[config.mk]
export PLATFORM = sky130hd
export DESIGN_NAME = uart_rx_ctrl
export DESIGN_NICKNAME = d
export VERILOG_FILES = /design/src/rtl/uart_rx_ctrl.sv
export SDC_FILE = /design/constraint.sdc
export NUM_CORES = 1
export LEC_CHECK = 0
export BUFFER_PORTS_ARGS = -buffer_cell sky130_fd_sc_hd__clkbuf_2
export CAP_MARGIN = 5
export CELL_PAD_IN_SITES_DETAIL_PLACEMENT = 0
export CELL_PAD_IN_SITES_GLOBAL_PLACEMENT = 1
export CORE_MARGIN = 3
export CORE_UTILIZATION = 35
export DETAILED_ROUTE_END_ITERATION = 16
export PLACE_DENSITY = 0.71
export RECOVER_POWER = 100
export SLEW_MARGIN = 20
export SYNTH_ARGS = -nofsm -noshare
export SYNTH_HDL_FRONTEND = slang
export SYNTH_SLANG_ARGS = --single-unit
[constraint.sdc]
create_clock -name clk -period 2.55 [get_ports clk]
set_input_delay 0.255 -clock clk [delete_from_list [all_inputs] [get_ports clk]]
set_output_delay 0.255 -clock clk [all_outputs]
set_load 0.02 [all_outputs]
[src/rtl/uart_rx_ctrl.sv]
// UART receive sequencer: start detection, per-bit edge/bit counting, parity and stop checks.
// Optional break detection is compiled in with UART_RX_BREAK_DET_EN.
//
//   state    | meaning
//   ---------+---------------------------------------------------------------
//   S_IDLE   | line idle, waiting for a low level (and prescale >= 8)
//   S_START  | start bit; confirmed low at bit end or rejected as a glitch
//   S_DATA   | DATA_WIDTH data bits, one deserializer strobe per bit end
//   S_PARITY | optional parity bit, compared against the running XOR
//   S_STOP   | stop bit; frame result registered into the following IDLE cycle
module uart_rx_ctrl #(
    parameter int PWIDTH     = 6,
    parameter int DATA_WIDTH = 8
) (
    input  logic              clk,
    input  logic              rst,
    input  logic              rx_in,
    input  logic [PWIDTH-1:0] prescale,
    input  logic              par_en,
    input  logic              par_typ,
    input  logic              sampled_bit,
    output logic [PWIDTH-1:0] edge_count,
    output logic              dat_samp_en,
    output logic              deser_en,
    output logic              data_valid,
    output logic              par_err,
    output logic              stp_err,
    output logic              strt_glitch,
    output logic              busy,
    output logic              break_det
);

    localparam int                BWIDTH       = 4;
    localparam logic [PWIDTH-1:0] PRESCALE_MIN = PWIDTH'(8);
    localparam logic [BWIDTH-1:0] LAST_BIT     = BWIDTH'(DATA_WIDTH - 1);

    typedef enum logic [2:0] {
        S_IDLE,
        S_START,
        S_DATA,
        S_PARITY,
        S_STOP
    } state_t;

    state_t state_q, state_d;

    logic [PWIDTH-1:0] edge_q;
    logic [PWIDTH-1:0] prescale_q;
    logic [BWIDTH-1:0] bit_cnt_q;
    logic              par_acc_q;
    logic              perr_q;
    logic              valid_q;
    logic              par_err_q;
    logic              stp_err_q;

    logic bit_end;
    logic stop_end;
    logic start_go;
    logic start_ok;
    logic is_break;
    logic deser_d;
    logic glitch_d;

    assign bit_end  = (state_q != S_IDLE) && (edge_q == prescale_q - PWIDTH'(1));
    assign stop_end = (state_q == S_STOP) && bit_end;

    always_comb begin
        state_d  = state_q;
        start_go = 1'b0;
        deser_d  = 1'b0;
        glitch_d = 1'b0;
        case (state_q)
            S_IDLE: begin
                if (!rx_in && start_ok && (prescale >= PRESCALE_MIN)) begin
                    start_go = 1'b1;
                    state_d  = S_START;
                end
            end
            S_START: begin
                if (bit_end) begin
                    if (!sampled_bit) begin
                        state_d = S_DATA;
                    end else begin
                        glitch_d = 1'b1;
                        state_d  = S_IDLE;
                    end
                end
            end
            S_DATA: begin
                if (bit_end) begin
                    deser_d = 1'b1;
                    if (bit_cnt_q == LAST_BIT) begin
                        state_d = par_en ? S_PARITY : S_STOP;
                    end
                end
            end
            S_PARITY: begin
                if (bit_end) begin
                    state_d = S_STOP;
                end
            end
            S_STOP: begin
                if (bit_end) begin
                    state_d = S_IDLE;
                end
            end
            default: state_d = S_IDLE;
        endcase
    end

    always_ff @(posedge clk or negedge rst) begin
        if (!rst) begin
            state_q <= S_IDLE;
        end else begin
            state_q <= state_d;
        end
    end

    always_ff @(posedge clk or negedge rst) begin
        if (!rst) begin
            edge_q     <= '0;
            prescale_q <= '0;
            bit_cnt_q  <= '0;
            par_acc_q  <= 1'b0;
            perr_q     <= 1'b0;
        end else begin
            if ((state_q == S_IDLE) || bit_end) begin
                edge_q <= '0;
            end else begin
                edge_q <= edge_q + PWIDTH'(1);
            end

            if (start_go) begin
                prescale_q <= prescale;
            end

            if ((state_q == S_DATA) && bit_end) begin
                bit_cnt_q <= (bit_cnt_q == LAST_BIT) ? '0 : bit_cnt_q + BWIDTH'(1);
            end

            if (start_go || stop_end) begin
                par_acc_q <= 1'b0;
            end else if ((state_q == S_DATA) && bit_end) begin
                par_acc_q <= par_acc_q ^ sampled_bit;
            end

            // perr_q holds the parity verdict until the stop bit reports it
            if (start_go || stop_end) begin
                perr_q <= 1'b0;
            end else if ((state_q == S_PARITY) && bit_end) begin
                perr_q <= sampled_bit != (par_acc_q ^ par_typ);
            end
        end
    end

    always_ff @(posedge clk or negedge rst) begin
        if (!rst) begin
            valid_q   <= 1'b0;
            par_err_q <= 1'b0;
            stp_err_q <= 1'b0;
        end else begin
            valid_q   <= stop_end && sampled_bit && !perr_q;
            par_err_q <= stop_end && perr_q && !is_break;
            stp_err_q <= stop_end && !sampled_bit && !is_break;
        end
    end

`ifdef UART_RX_BREAK_DET_EN
    logic              zero_q;
    logic              brk_wait_q;
    logic              break_q;
    logic [PWIDTH-1:0] high_cnt_q;

    assign start_ok  = !brk_wait_q;
    assign is_break  = zero_q && !sampled_bit;
    assign break_det = break_q;

    // After a break the line must sit high for a full bit time before a new start counts
    always_ff @(posedge clk or negedge rst) begin
        if (!rst) begin
            zero_q     <= 1'b0;
            brk_wait_q <= 1'b0;
            break_q    <= 1'b0;
            high_cnt_q <= '0;
        end else begin
            break_q <= stop_end && is_break;

            if (start_go) begin
                zero_q <= 1'b1;
            end else if (((state_q == S_DATA) || (state_q == S_PARITY)) && bit_end && sampled_bit) begin
                zero_q <= 1'b0;
            end

            if (stop_end && is_break) begin
                brk_wait_q <= 1'b1;
                high_cnt_q <= '0;
            end else if (brk_wait_q) begin
                if (!rx_in) begin
                    high_cnt_q <= '0;
                end else if (high_cnt_q == prescale_q - PWIDTH'(1)) begin
                    brk_wait_q <= 1'b0;
                    high_cnt_q <= '0;
                end else begin
                    high_cnt_q <= high_cnt_q + PWIDTH'(1);
                end
            end
        end
    end
`else
    assign start_ok  = 1'b1;
    assign is_break  = 1'b0;
    assign break_det = 1'b0;
`endif

    assign edge_count  = edge_q;
    assign busy        = (state_q != S_IDLE);
    assign dat_samp_en = (state_q != S_IDLE);
    assign deser_en    = deser_d;
    assign strt_glitch = glitch_d;
    assign data_valid  = valid_q;
    assign par_err     = par_err_q;
    assign stp_err     = stp_err_q;

endmodule

==> results of run 1 <==
critical path: stages, from the launching register on:
cell and delay, ps:
dfrtp_1 380, inv_1 70, ha_1 230, nor2b_1 150, or3_4 390, a31oi_4 240
and2_4 180, and4b_1 190, buf_4 140
stage by stage:
stage / instances / setup WS (ps) / power, uW / setup TNS [ps] / instance area [um2]
final: 208 / 80.03 / 1787 / 0 / 1598
after global routing: 208 / -19.74 / 1928 / -19.74 / 1598
after CTS: 205 / 25.71 / 1765 / 0 / 1590
after detailed placement: 201 / 319.5 / 1479 / 0 / 1526
after global placement: 201 / 336.2 / 1451 / 0 / 1526
after floorplan: 131 / 211.3 / 1240 / 0 / 1363
report_power, final:
part,switching [uW],internal (uW)
Clock,115,138
Sequential,150,490
Combinational,490,403
cell families after synthesis:
group,share of synthesized area [%]
other,0.2752
AO/OA/AOI/OAI,9.091
flip-flops,44.08
adder cells (fa/ha/maj),2.755
buffers and inverters,5.601
AND/OR/NAND/NOR,22.77
multiplexers,7.071
XOR/XNOR,8.356
placed cells by master (no fill, tap or decap), types with 7 or more instances in the layout:
cell,Yosys,layout
clkbuf_2,0,12
buf_4,2,8
dfrtp_1,24,24
nand2_1,9,9
inv_1,8,8
clkbuf_1,1,11
nor3_1,9,10
nor2_1,7,7
xnor2_1,8,8
per-layer routing:
| layer | up-vias | GRT usage (%) |
|---|---|---|
| met5 | - | 0 |
| met4 | 0 | 5.459 |
| met3 | 6 | 2.463 |
| met2 | 20 | 23.60 |
| met1 | 515 | 19.76 |
| li1 | 517 | - |
path summary, 6_finish.rpt:
path | startpoint | end | slack (ps) | depth (start not counted)
max in group asynchronous | rst | prescale_q[4] | 1540 | 1
setup / recovery | prescale_q[0] | strt_glitch | 80 | 8
min in group asynchronous | rst | edge_count[0] | 250 | 1
hold reg to reg | perr_q | data_valid | 450 | 1
setup reg to reg | state_q[0] | prescale_q[5] | 320 | 5
hold / removal | prescale[1] | prescale_q[1] | 220 | 3
cell type report:
| cell class | instances | share of cell area, % |
|---|---|---|
| sequential | 24 | 37.59 |
| multi-input combinational | 93 | 43.23 |
| timing repair buffer | 31 | 10.10 |
| clock buffer | 4 | 3.446 |
| tap | 48 | 3.759 |
| inverter | 8 | 1.879 |
timing repair:
item | 4_1_cts | 5_1_grt
hold buffers | 0 | 0
pin swaps | 0 | 1
resized for setup | 1 | 5
buffers inserted | 0 | 3
setup endpoints to repair | 1 | 2
flip-flops by register name, summed over array words and instances (netlist names):
name	count
par_err	1
prescale_q	6
par_acc_q	1
stp_err	1
bit_cnt_q	4
state_q	3
edge_count	6
data_valid	1
perr_q	1
==> impl_results.md, run 1 <==
- Final setup violating endpoints: 0
- Biggest area consumer among synthesized cells: dfrtp_1
- Core area: 3716 um2
- Clock latency on the worst-skew pair: 260 ps
- WL met2: 1452 um
- Crit path launch type: flop
- Clock-pin slew on the worst setup and hold paths: 80 ps
- Ys async rst share: 100.0%
- Starting Density: 36.67%
- Max-slew headroom: 14.21%
- Sequential-to-total area share from yosys stat: 44.08%
- Status: finished clean
- Most frequent cells after synthesis: 24 x dfrtp_1, 9 x nand2_1, 9 x nor3_1
- Multi-input logic area: 690.7 um2
- Worst clock skew: 1.879 ps
- First-pass GRT wire length: 5112 um
- Initial DRC count: 31
- Synth warnings: 0
- Ranking of synthesized cells by area: dfrtp_1 44%, xnor2_1 5.1%, mux2_2 4.1%
- Final ANT Viol Nets: 0
- Number of flops mapped to enable cells by yosys: 0
- Cell with the most instances after synthesis: dfrtp_1
- Final hold vios: 0
- Register area: 600.6 um2
- GPL Wtd Cong: 0.8438
- Leak Pwr: 0.0007244 uW
- Global Route Usage Sum: 14.73%
- Clk root buf: clkbuf_8
- Final design utilization: 43.00%
- Slew Limit Fails: 0
- Critical path peak fanout: 4
- Total power per unit cell area: 1118 nW/um2
- Drt drc: 0
- ANT cells: 0
- Detailed Place HPWL: 2291 um
- Initial antenna violation count: 0
- Max-cap viol count: 0
- Number of clock sinks seen by CTS: 24
- Hold Slack: 218.1 ps
- WS Path Type: flop to output port
- Largest net degree at the start of global routing: 25
- H-tree depth: 1
- CTS tree: yes
- Nets@finish: 176
- CTS Buf Count: 3
- Crit path time final: 2470 ps
- CP Data Required Time: 2300 ps
- Synth unique cells: 41
- Nature of the critical path endpoint: output port
- Highest metal used: met4
- DR pass1 iterations: 4
- Die X: 68.40 um
- Die area: 4678 um2
- Final period utilization: 96.86%
- Port buffer count: 24
- WL final: 2989 um
- Metal-1 WL: 1390 um
- IO Count: 26
- Rows: 22
- Mapped Nets: 146
- Cells after synthesis: 131
- Cell Area, Synth: 1363 um2
- Post-synth top flop: dfrtp_1
- Syn avg cell area: 10.40 um2
- Met3 WL: 112 um
- Routed len/inst: 14.37 um
- Max Freq: 404.9 MHz
- Via count: 1058
- Worst IR drop on VDD: 0.4433 mV
- Data arrival time of the worst path: 2210 ps
- Least-Margin Pin Slew: 1287 ps
- Die Span Y: 68.40 um
- Synth top area share: 44.08%
- Seq cells post-synth: 24
- Area grow syn2layout: 17.26%
- Layout cells sized above 1: 25.00%
- Via/cell ratio: 5.087
- Vias in the first global route: 1056
- Total congestion overflow: 0
- HP Class: input pin to flop
- # fillers: 398
- Clock Path Buffers: 2
(Power assumes the default switching activity.)
==> run 2: changes to the inputs <==
--- a/config.mk
+++ b/config.mk
@@ -5,6 +5,7 @@
 export SDC_FILE = /design/constraint.sdc
 export NUM_CORES = 1
 export LEC_CHECK = 0
+export ABC_AREA = 1
 export BUFFER_PORTS_ARGS = -buffer_cell sky130_fd_sc_hd__clkbuf_2
 export CAP_MARGIN = 5
 export CELL_PAD_IN_SITES_DETAIL_PLACEMENT = 0
@@ -12,7 +13,7 @@
 export CORE_MARGIN = 3
 export CORE_UTILIZATION = 35
 export DETAILED_ROUTE_END_ITERATION = 16
-export PLACE_DENSITY = 0.71
+export PLACE_DENSITY = 0.75
 export RECOVER_POWER = 100
 export SLEW_MARGIN = 20
 export SYNTH_ARGS = -nofsm -noshare
==> run 2 against run 1 <==
  * Clock power fell by 11%
  * Fmax grew 9.7%
  * Register-to-register slack improved by 310 ps
  * Critical endpoint is now deser_en
  * Sequential share of layout area is 0.27 points higher
  * Sequential power is 7.0% lower
  * Hold slack worse by 21 ps
==> impl_results.md, run 2 <==
- Most frequent cells after synthesis: 54 x nand2_1, 24 x dfrtp_1, 24 x inv_1 (was 24 x dfrtp_1, 9 x nand2_1, 9 x nor3_1)
- Final ANT Viol Nets: 0 (unchanged)
- Total congestion overflow: 0 (unchanged)
- Hold Slack: 197.2 ps (was 218.1 ps)
- Sw Ratio: 47.37% (was 42.31%)
- GR Layer Usage met3: 3.043% (was 2.463%)
- Layout cells sized above 1: 13.62% (was 25.00%)
- Clk root buf: clkbuf_8 (unchanged)
- CP Data Required Time: 2300 ps (about the same)
- CTS Hold Bufs: 0 (unchanged)
- RR Startpoint: prescale_q[0] (was state_q[0])
- Final setup violating endpoints: 0 (unchanged)
- Clock Power Share: 13.4% (was 14.2%)
- CTS Buf Count: 3 (unchanged)
- Biggest area consumer among synthesized cells: dfrtp_1 (unchanged)
- Via/cell ratio: 4.590 (was 5.087)
- Post-synth top flop: dfrtp_1 (unchanged)
- Worst clock skew: 3.934 ps (was 1.879 ps)
- Leak Pwr: 0.0008018 uW (was 0.0007244 uW)
- Synth top area share: 42.33% (was 44.08%)
- Net Sw Power: 796.1 uW (was 755.8 uW)
- Data arrival time of the worst path: 2000 ps (was 2210 ps)
- Max-slew headroom: 12.46% (was 14.21%)
- Final hold vios: 0 (unchanged)
- Detailed Place HPWL: 2393 um (was 2291 um)
- Clock latency on the worst-skew pair: 270 ps (was 260 ps)
- Slew Limit Fails: 0 (unchanged)
- Post-CTS Setup Repair Bufs: 0 (unchanged)
- Cells after synthesis: 188 (was 131)
- GR met1 Demand/Resource: 19.55% (was 19.76%)
- Clock-pin slew on the worst setup and hold paths: 80 ps (about the same)
- Starting Density: 37.62% (was 36.67%)
- Rows: 22 (unchanged)
- ANT cells: 0 (unchanged)
- Crit path from: prescale_q[0] (unchanged)
- Clock Path Buffers: 2 (unchanged)
- Worst Min Path Start: prescale[2] (was prescale[1])
- Logic gate share of total power: 51.2% (was 50.0%)
- Setup TNS: 0 ps (unchanged)
- Cell with the most instances after synthesis: nand2_1 (was dfrtp_1)
- Number of clock sinks seen by CTS: 24 (unchanged)
- WL final: 2976 um (was 2989 um)
- Grt peak-use layer: met1 (was met2)
- Syn avg cell area: 7.547 um2 (was 10.40 um2)
- Die X: 69.67 um (was 68.40 um)
- Max-cap viol count: 0 (unchanged)
- Fin area: 1587 um2 (was 1598 um2)
- WS Path Type: flop to output port (unchanged)
- DR pass1 iterations: 4 (unchanged)
- Sequential-to-total area share from yosys stat: 42.33% (was 44.08%)
- Routed len/inst: 11.40 um (was 14.37 um)
- Multi-input logic area: 673.1 um2 (was 690.7 um2)
- Power Internal: 884.6 uW (was 1031 uW)
- Port buffer count: 24 (unchanged)
- Part of the power in registers: 35.4% (was 35.8%)
- Ranking of synthesized cells by area: dfrtp_1 42%, nand2_1 14%, inv_1 6.3% (was dfrtp_1 44%, xnor2_1 5.1%, mux2_2 4.1%)
- Initial antenna violation count: 0 (unchanged)
- GPL Wtd Cong: 0.8072 (was 0.8438)
- Drt drc: 0 (unchanged)
- Final period utilization: 88.32% (was 96.86%)
- Total power per unit cell area: 1059 nW/um2 (was 1118 nW/um2)
- Global Route Usage Sum: 13.24% (was 14.73%)
- Via count: 1198 (was 1058)
- CTS tree: yes (unchanged)
- Largest net degree at the start of global routing: 25 (unchanged)
- Initial DRC count: 73 (was 31)
- DP Area: 1587 um2 (was 1526 um2)
- Nature of the critical path endpoint: output port (unchanged)
- Mapped Nets: 203 (was 146)
- HP Class: input pin to flop (unchanged)
- Most frequent cells in the layout: 55 x nand2_1, 24 x inv_1, 24 x dfrtp_1, 19 x nor2_1 (was 24 x dfrtp_1, 12 x clkbuf_2, 11 x clkbuf_1, 10 x nor3_1, 9 x nand2_1)
- Die area: 4854 um2 (was 4678 um2)
- # fillers: 417 (was 398)
- Status: finished clean (unchanged)
- Synth warnings: 0 (unchanged)
- Least-Margin Pin Slew: 1313 ps (was 1287 ps)
- Die Span Y: 69.67 um (was 68.40 um)
- Nets@finish: 230 (was 176)
- Crit path launch type: flop (unchanged)
- GR Layer Usage met2: 18.54% (was 23.60%)
- Most common cell after layout, fill and taps aside: nand2_1 (was dfrtp_1)
- Critical path peak fanout: 6 (was 4)
- Vias in the first global route: 1069 (was 1056)
- Cell Area, Synth: 1419 um2 (was 1363 um2)
- Max Freq: 444.0 MHz (was 404.9 MHz)
- Core area: 3771 um2 (was 3716 um2)
- Synth unique cells: 30 (was 41)
- CTS resizes: 0 (was 1)
- H-tree depth: 1 (unchanged)
- IO Count: 26 (unchanged)
- Register area: 600.6 um2 (unchanged)
- Crit path time final: 2252 ps (was 2470 ps)
- Ys async rst share: 100.0% (unchanged)
- Seq cells post-synth: 24 (unchanged)
- First-pass GRT wire length: 5092 um (was 5112 um)
- Worst IR drop on VDD: 0.3716 mV (was 0.4433 mV)
- Area grow syn2layout: 11.82% (was 17.26%)
- Number of flops mapped to enable cells by yosys: 0 (unchanged)
- RSZ-0062 raised after global routing: false
==> run 2: cell types whose count changed in the layout (fill, tap and decap cells not counted), sizes merged, moves of 3 or more <==
cell / before / now
mux2: 7 / 0
xnor2: 8 / 2
nand2: 9 / 58
nor2: 7 / 22
or2: 0 / 4
a31oi: 3 / 0
nand3: 5 / 14
inv: 8 / 25
and3: 3 / 0
nand4: 3 / 0
nor3: 12 / 6
buf: 8 / 0
o21ai: 3 / 10
==> run 2: worst paths after layout <==
path	slack [ps]	cells after the start	endpoint
worst max-delay path	300	9	deser_en
worst min-delay path	200	3	prescale_q[2]
worst max register to register	630	11	state_q[1]
worst min register to register	470	1	data_valid
max in group asynchronous	1520	1	bit_cnt_q[3]
min in group asynchronous	260	1	par_err
==> run 2: power by group through the flow <==
stage          registers [uW]  logic (uW)  clock network, uW
2_1_floorplan             613         675                  0
3_3_place_gp              605         904                  0
3_5_place_dp              605         901                  0
4_1_cts                   598         906                234
5_1_grt                   615         996                251
6_report                  595         861                225
==> run 2: final cells by class <==
class	count	area share [%]
multi-input cells	135	42.43
flip-flops and latches	24	37.85
repair buffers	25	6.861
inverters	26	6.467
well taps	48	3.785
clock buffers	3	2.603
==> run 2: kinds of logic after synthesis <==
| group | count (synthesis) | share of synthesized area, % |
|---|---|---|
| adder cells (fa/ha/maj) | 3 | 2.646 |
| AND/OR/NAND/NOR | 108 | 35.01 |
| XOR/XNOR | 6 | 4.234 |
| other | 1 | 0.2643 |
| AO/OA/AOI/OAI | 17 | 6.878 |
| buffers and inverters | 29 | 8.641 |
| flip-flops | 24 | 42.33 |
==> run 2: stage by stage <==
| stage | power [uW] | worst slack (ps) | utilization (%) | std cells |
|---|---|---|---|---|
| CTS | 1737 | 304.7 | 43.17 | 261 |
| finish | 1681 | 297.8 | 42.07 | 261 |
| global placement | 1509 | 628.5 | 42.07 | 258 |
| detailed placement | 1506 | 611.3 | 42.07 | 258 |
| global route | 1862 | 41.18 | 42.07 | 261 |
| floorplan | 1288 | 587.0 | - | 188 |
==> run 2: layer usage <==
metal  vias to the layer above  share of wire, %
met5                         -                 0
met4                         0              0.81
met3                         2               4.6
met2                        30                41
met1                       530                53
li1                        636                 -
==> run 2: critical path, stage by stage, from the launching register on <==
cell and delay, ps:
dfrtp_1 420, inv_1 70, ha_1 300, xnor2_1 140, nor2_1 90, nand3_1 120, nor2_4 130, nand2_1 180
clkinv_4 100, clkbuf_2 160
